File: src/rtl/mul_shift_add_pkg.sv
// Shared definitions for the shift-and-add multiplier slice:
// controller state codes and the RAM slot that receives the product.
package mul_shift_add_pkg;

  localparam logic [1:0] MUL_IDLE = 2'd0;
  localparam logic [1:0] MUL_RUN  = 2'd1;
  localparam logic [1:0] MUL_DONE = 2'd2;

  localparam logic [7:0] MUL_RESULT_ADDR = 8'd8;

endpackage

File: src/rtl/mul_shift_add_if.sv
// Operand/result bundle between the register RAM side and the multiplier.
// master: controller/RAM side; slave: the multiplier.
interface mul_shift_add_if #(
  parameter int DATA_WIDTH = 16
);

  logic                  iStart;
  logic [DATA_WIDTH-1:0] iDataA;
  logic [DATA_WIDTH-1:0] iDataB;
  logic                  oBusy;
  logic                  oMulEnable;
  logic [DATA_WIDTH-1:0] oResult;
  logic                  oOverflow;

  modport master (
    output iStart,
    output iDataA,
    output iDataB,
    input  oBusy,
    input  oMulEnable,
    input  oResult,
    input  oOverflow
  );

  modport slave (
    input  iStart,
    input  iDataA,
    input  iDataB,
    output oBusy,
    output oMulEnable,
    output oResult,
    output oOverflow
  );

endinterface

File: src/rtl/mul_shift_add.sv
// Sequential unsigned shift-and-add multiplier, one multiplier bit per cycle.
// Ports: Clock, Reset (sync, active-high), bus (slave): start/operands in, busy/strobe/result/overflow out.
module mul_shift_add
  import mul_shift_add_pkg::*;
#(
  parameter int DATA_WIDTH = 16,
  parameter int CNT_WIDTH  = 5
) (
  input logic           Clock,
  input logic           Reset,
  mul_shift_add_if.slave bus
);

  localparam int PW = 2 * DATA_WIDTH;
  localparam logic [CNT_WIDTH-1:0] LAST =
    CNT_WIDTH'(DATA_WIDTH - 1);

  logic [1:0]            rState;
  logic [PW-1:0]         rMcand;
  logic [PW-1:0]         rAcc;
  logic [DATA_WIDTH-1:0] rMplier;
  logic [CNT_WIDTH-1:0]  rCnt;
  logic [PW-1:0]         wAccNext;

  // Includes the add of the current bit, so the last RUN edge
  // can publish the finished product directly.
  always_comb begin
    wAccNext = rAcc;
    if (rMplier[0])
      wAccNext = rAcc + rMcand;
  end

  assign bus.oBusy = (rState != MUL_IDLE);

  always_ff @(posedge Clock) begin
    if (Reset) begin
      rState         <= MUL_IDLE;
      rMcand         <= '0;
      rAcc           <= '0;
      rMplier        <= '0;
      rCnt           <= '0;
      bus.oMulEnable <= 1'b0;
      bus.oResult    <= '0;
      bus.oOverflow  <= 1'b0;
    end else begin
      bus.oMulEnable <= 1'b0;
      case (rState)
        MUL_IDLE: begin
          if (bus.iStart) begin
            rMcand  <= {{DATA_WIDTH{1'b0}}, bus.iDataA};
            rMplier <= bus.iDataB;
            rAcc    <= '0;
            rCnt    <= '0;
            rState  <= MUL_RUN;
          end
        end
        MUL_RUN: begin
          rAcc    <= wAccNext;
          rMcand  <= rMcand << 1;
          rMplier <= rMplier >> 1;
          rCnt    <= rCnt + CNT_WIDTH'(1);
          if (rCnt == LAST) begin
            bus.oResult    <= wAccNext[DATA_WIDTH-1:0];
            bus.oOverflow  <= |wAccNext[PW-1:DATA_WIDTH];
            bus.oMulEnable <= 1'b1;
            rState         <= MUL_DONE;
          end
        end
        MUL_DONE: begin
          rState <= MUL_IDLE;
        end
        default: begin
          rState <= MUL_IDLE;
        end
      endcase
    end
  end

endmodule

File: src/flat_wrapper.sv
// flat-port wrapper written by rule: the top's interface ports become plain ports
module mul_shift_add_flat import mul_shift_add_pkg::*;
#(
  parameter int DATA_WIDTH = 16,
  parameter int CNT_WIDTH  = 5
)
  (Clock, Reset, bus_iStart, bus_iDataA, bus_iDataB, bus_oBusy, bus_oMulEnable, bus_oResult, bus_oOverflow);
  mul_shift_add_if #(.DATA_WIDTH(DATA_WIDTH)) bus_i ();
  input logic Clock;
  input logic Reset;
  input wire logic [$bits(bus_i.iStart)-1:0] bus_iStart;
  input wire logic [$bits(bus_i.iDataA)-1:0] bus_iDataA;
  input wire logic [$bits(bus_i.iDataB)-1:0] bus_iDataB;
  output wire logic [$bits(bus_i.oBusy)-1:0] bus_oBusy;
  output wire logic [$bits(bus_i.oMulEnable)-1:0] bus_oMulEnable;
  output wire logic [$bits(bus_i.oResult)-1:0] bus_oResult;
  output wire logic [$bits(bus_i.oOverflow)-1:0] bus_oOverflow;
  assign bus_i.iStart = bus_iStart;
  assign bus_i.iDataA = bus_iDataA;
  assign bus_i.iDataB = bus_iDataB;
  assign bus_oBusy = bus_i.oBusy;
  assign bus_oMulEnable = bus_i.oMulEnable;
  assign bus_oResult = bus_i.oResult;
  assign bus_oOverflow = bus_i.oOverflow;
  mul_shift_add #(.DATA_WIDTH(DATA_WIDTH), .CNT_WIDTH(CNT_WIDTH)) u_core (.Clock(Clock), .Reset(Reset), .bus(bus_i));
endmodule
File: config.mk
export PLATFORM = sky130hd
export DESIGN_NAME = mul_shift_add_flat
export DESIGN_NICKNAME = d
export VERILOG_FILES = /design/src/rtl/mul_shift_add_pkg.sv /design/src/rtl/mul_shift_add_if.sv /design/src/rtl/mul_shift_add.sv /design/src/flat_wrapper.sv
export SDC_FILE = /design/constraint.sdc
export NUM_CORES = 1
export LEC_CHECK = 0
export ABC_AREA = 0
export CORE_ASPECT_RATIO = 0.5
export CORE_MARGIN = 2
export CORE_UTILIZATION = 53
export CTS_CLUSTER_SIZE = 28
export DETAILED_ROUTE_END_ITERATION = 8
export PLACE_DENSITY = 0.77
export SLEW_MARGIN = 10
export SYNTH_ARGS = -nofsm -noshare
export SYNTH_HDL_FRONTEND = slang
export SYNTH_SLANG_ARGS = --single-unit
File: constraint.sdc
create_clock -name Clock -period 3.1 [get_ports Clock]
set_clock_uncertainty 0.05 [all_clocks]
set_input_delay 0.775 -clock Clock [delete_from_list [all_inputs] [get_ports Clock]]
set_output_delay 0.775 -clock Clock [all_outputs]
set_load 0.02 [all_outputs]
# Yosys cells after proc, flatten, opt, wreduce, memory -nomap -nowiden
# Cells that the tools add are included.
# W data, S select, Z words.
# word_totals
reg_bits	105
latchBits	0
mem_bits_rw	0
rom_bits	0
input_bits	35
out_inout_bits	19
n_memories	0
# classes
addsub	2
n_mul	0
div_mod_pow	0
n_lt_le_gt_ge	0
n_eq_ne	4
shift	0
muxes	13
n_bitwise	1
reduce_logical	8
# ops
operator	n
$pmux W32 S2	2
$mux W32	3
$add A32 B32 Y32	1
$pmux W16 S2	1
$mux W16	1
$reduce_or A16 Y1	1
$pmux W5 S2	1
$reduce_and A2 Y1	3
$add A5 B1 Y5 const B	1
$eq A5 B4 Y1 const B	1
$mux W5	1
$mux W2	2
$pmux W2 S2	1
$reduce_bool A2 Y1	2
$eq A2 B1 Y1 const B	1
$logic_not A2 Y1	1
$ne A2 B1 Y1 const B	1
$ne A2 B2 Y1 const B	1
$reduce_or A2 Y1	1
$mux W1	1
$not A1 Y1	1

# Longest topological paths before layout
# logic_depth
ltp_word	3
ltp_mapped	12
mapped_depth_nobuf	12

# Least setup slack after synthesis
# Ideal clock, no wire load.
# synth_path
path_kind	register -> register
start	register u_core.rAcc[0]
end	register u_core.bus.oOverflow
setup_time_ns	0.133
arrival_time_ns	2.785
t_required_ns	2.917
setup_slack_ns	0.132
stages_incl_launch_ff	13
n_path_buf	0
period_less_slack_ns	2.968
path_cell_list	dfxtp_1 -> ha_1 -> fa_1 -> a21o_1 -> a221o_1 -> a21oi_4 -> o21ai_1 -> a21oi_2 -> xnor2_1 -> mux2_2 -> a2111oi_2 -> o2111a_1 -> a211oi_1
# synth_via
elab_chain_cells	3
# synth_rtl
item	line	text
start, declared	mul_shift_add.sv:20	logic [PW-1:0] rAcc;
start signal, assigned	mul_shift_add.sv:58	rAcc <= wAccNext;
$add A32 B32 Y32	mul_shift_add.sv:30	wAccNext = rAcc + rMcand;
$mux W32	mul_shift_add.sv:29	if (rMplier[0])
$reduce_or A16 Y1	mul_shift_add.sv:64	bus.oOverflow <= |wAccNext[PW-1:DATA_WIDTH];
end signal, assigned	mul_shift_add.sv:64	
end, declared	mul_shift_add_if.sv:32	output oOverflow
# Every way passes these cells.
# A chain may end at the register's enable or synchronous reset.

# Worst setup path after layout
# Ends and elaborated chain as after synthesis.

==> metrics <==
DP HPWL 11.5 mm; Lkg Pwr 2.96 nW; Hold WS 0.407 ns; Residual DRC 0; Starting DRT DRC Count 494; Period minus WS final 3.17 ns; iteration count of the initial detailed-routing pass 5; met3 WL 1.04 mm; # fillers 973; final instance area 7330 um2; commonest register cell after synthesis dfxtp_1; post-route worst setup slack -0.0714 ns; largest net degree at the start of global routing 58; syn_area_per_cell 7.55 um2; post-placement cell area 6890 um2; Starting Density 55.3%; # H-tree levels 3; Layout area overhead 19.0%; maximum vdd drop 0.236 mV; post-synth top area cell dfxtp_1; clock buffer depth 2; Clk Tree Root Cell clkbuf_16; power share of the clock group 39.4%; count of cell types in the netlist 59; dominant cells by area after synthesis dfxtp_1 (34%), nor2_1 (11%), a21oi_1 (6.8%); setup TNS -0.0714 ns; CTS tree done; vias in the first global route 5452; Sequential Power Share 46.4%; first-pass GRT wire length 27.2 mm; layout cell share with drive strength beyond 1 10.8%; CP arrival 3.35 ns; Post-Syn Instances 816; number of placement rows 27; Slew headroom 38.9%; synth warn 0; EDFF count, synth 0; synthesized area 6160 um2; die width 156 um; IO buf count 53; # setup viols final 1; startpoint types flip-flop; Crit Path Max Fanout 3; register area share after synthesis 34.1%; PwrDens 421 nW/um2; post-route antenna net violation count 0; clk sinks 105; sw power 0.852 mW; later-pin clock latency in the skew report 0.35 ns; cts bufs inserted 9; RePlAce Congestion 0.929; DR top layer met4; FFs w/ async S/R, synth 0%; vias per inst 6.00; drt wl/cell 16.7 um; Die Y 80.2 um; Yosys top cell area share 34.1%; Tot Pwr 3.09 mW; maximum capacitance violations 0; Core Region 11100 um2; post-route clock period utilization 102%; NumNets Final 925; Worst Path Required 3.28 ns; routed wl met2 7.61 mm; Antenna diodes 0; Switching Fraction 27.6%; initial antenna violation count 0; outcome finished with violations; Post-CTS Hold Fix Bufs 0; top cells by count, synth nor2_1 (183), dfxtp_1 (105), a21oi_1 (84); critical path type flip-flop to flip-flop; failing checks setup timing; worst min-delay path category flip-flop to flip-flop; Critical Path Sink Type flip-flop; clock slew at reported path FFs 0.07 ns; Int Pwr 2.24 mW; count leader, synth nor2_1; Tightest Pin Transition 0.916 ns; Final Max Tran Viols 0; gr ovfl total 0; max frequency 315 MHz; die footprint 12600 um2; number of synthesized register bits 105; post-synth net total 885; pre-CTS setup slack -0.0342 ns; Vias 6038; routed wire length 16.8 mm; RSZ-0062 raised after global routing yes; combinational share of power 14.2%; M1 WL 7.84 mm; final hold vios 0; overall routing resource usage 27.2%; I/O pins 54
[what timing repair did]
action / CTS / global route
buffers inserted: 0 / 3
gates resized for setup: 1 / 25
cloned: 0 / 0
pin swaps: 1 / 13
setup endpoints to repair: 1 / 2
[sequential cells by signal (all words and copies together) (netlist names)]
signal and cells:
u_core.rMplier 16, u_core.rCnt 5, u_core.rState 2, u_core.rAcc 32, u_core.bus.oResult 16, u_core.bus.oMulEnable 1, u_core.rMcand 32, u_core.bus.oOverflow 1
[worst max-delay path, stage by stage, from the launching register on]
cell	delay, ns
dfxtp_2	0.33
ha_2	0.19
fa_2	0.34
a21o_1	0.18
a221o_1	0.40
a31oi_1	0.20
nand3_1	0.16
o21a_1	0.28
xnor2_2	0.18
a21oi_2	0.10
nor4_2	0.30
o2111a_1	0.26
a211oi_2	0.08
[per-stage QoR]
step,utilization (%),instances
2_1_floorplan,-,816
3_3_place_gp,61.8,987
3_5_place_dp,61.8,987
4_1_cts,64.6,1003
5_1_grt,65.8,1006
6_report,65.8,1006
[final cells by class]
cell class	count	area, um2	area share, %
well taps	145	181	2.47
clock buffers	10	239	3.26
multi-input cells	644	3920	53.4
inverters	9	33.8	0.461
clock inverters	6	72.6	0.990
repair buffers	87	787	10.7
flip-flops and latches	105	2100	28.7
[kinds of logic after synthesis]
kind of cell | share of synthesized area (%)
AOI/OAI and AO/OA | 23.1
xor gates and xnor gates | 3.70
adders and majority gates | 7.03
buffers and inverters | 4.12
DFF | 34.1
muxes | 3.09
and+or+nand+nor | 24.9
[power groups by stage]
stage               logic [mW]  clock network [mW]  registers, mW
floorplan                0.294                   0           1.45
global placement         0.415                   0           1.46
detailed placement       0.421                   0           1.46
CTS                      0.426                1.23           1.43
global route             0.482                1.29           1.44
finish                   0.438                1.22           1.43
[final timing paths]
check                                             from  slack (ns)                      to  cells past startpoint
worst min-delay path            u_core.bus.oResult[12]        0.41  u_core.bus.oResult[12]                      2
worst min register to register  u_core.bus.oResult[12]        0.41  u_core.bus.oResult[12]                      2
worst max register to register          u_core.rAcc[0]       -0.07    u_core.bus.oOverflow                     12
worst max-delay path                    u_core.rAcc[0]       -0.07    u_core.bus.oOverflow                     12
[cells in the final DEF, fill, tap and decap left out, drive strengths merged, types with 3 or more instances in the layout]
master,instances
o21ai,31
ha,33
and3,5
dfxtp,105
buf,35
xnor2,17
nand2,50
o21a,7
nand2b,4
mux2i,10
a31oi,3
inv,11
xor2,9
o211ai,3
clkdlybuf4s50,52
a22oi,42
o31ai,3
nor2,183
o21bai,3
nor2b,33
o2111ai,3
nor3,39
nand3,11
a211oi,11
mux2,8
clkbuf,10
nand4,5
clkinv,3
a21o,12
a2bb2oi,3
a21oi,86
[layer usage]
layer  track usage (%)  vias to the layer above
met2              44.1                      234
met4              7.89                        0
met1              37.3                     2826
li1                  -                     2949
met3              4.80                       29
met5                 0                        -
No activity file was read; power rests on OpenSTA's default activity.
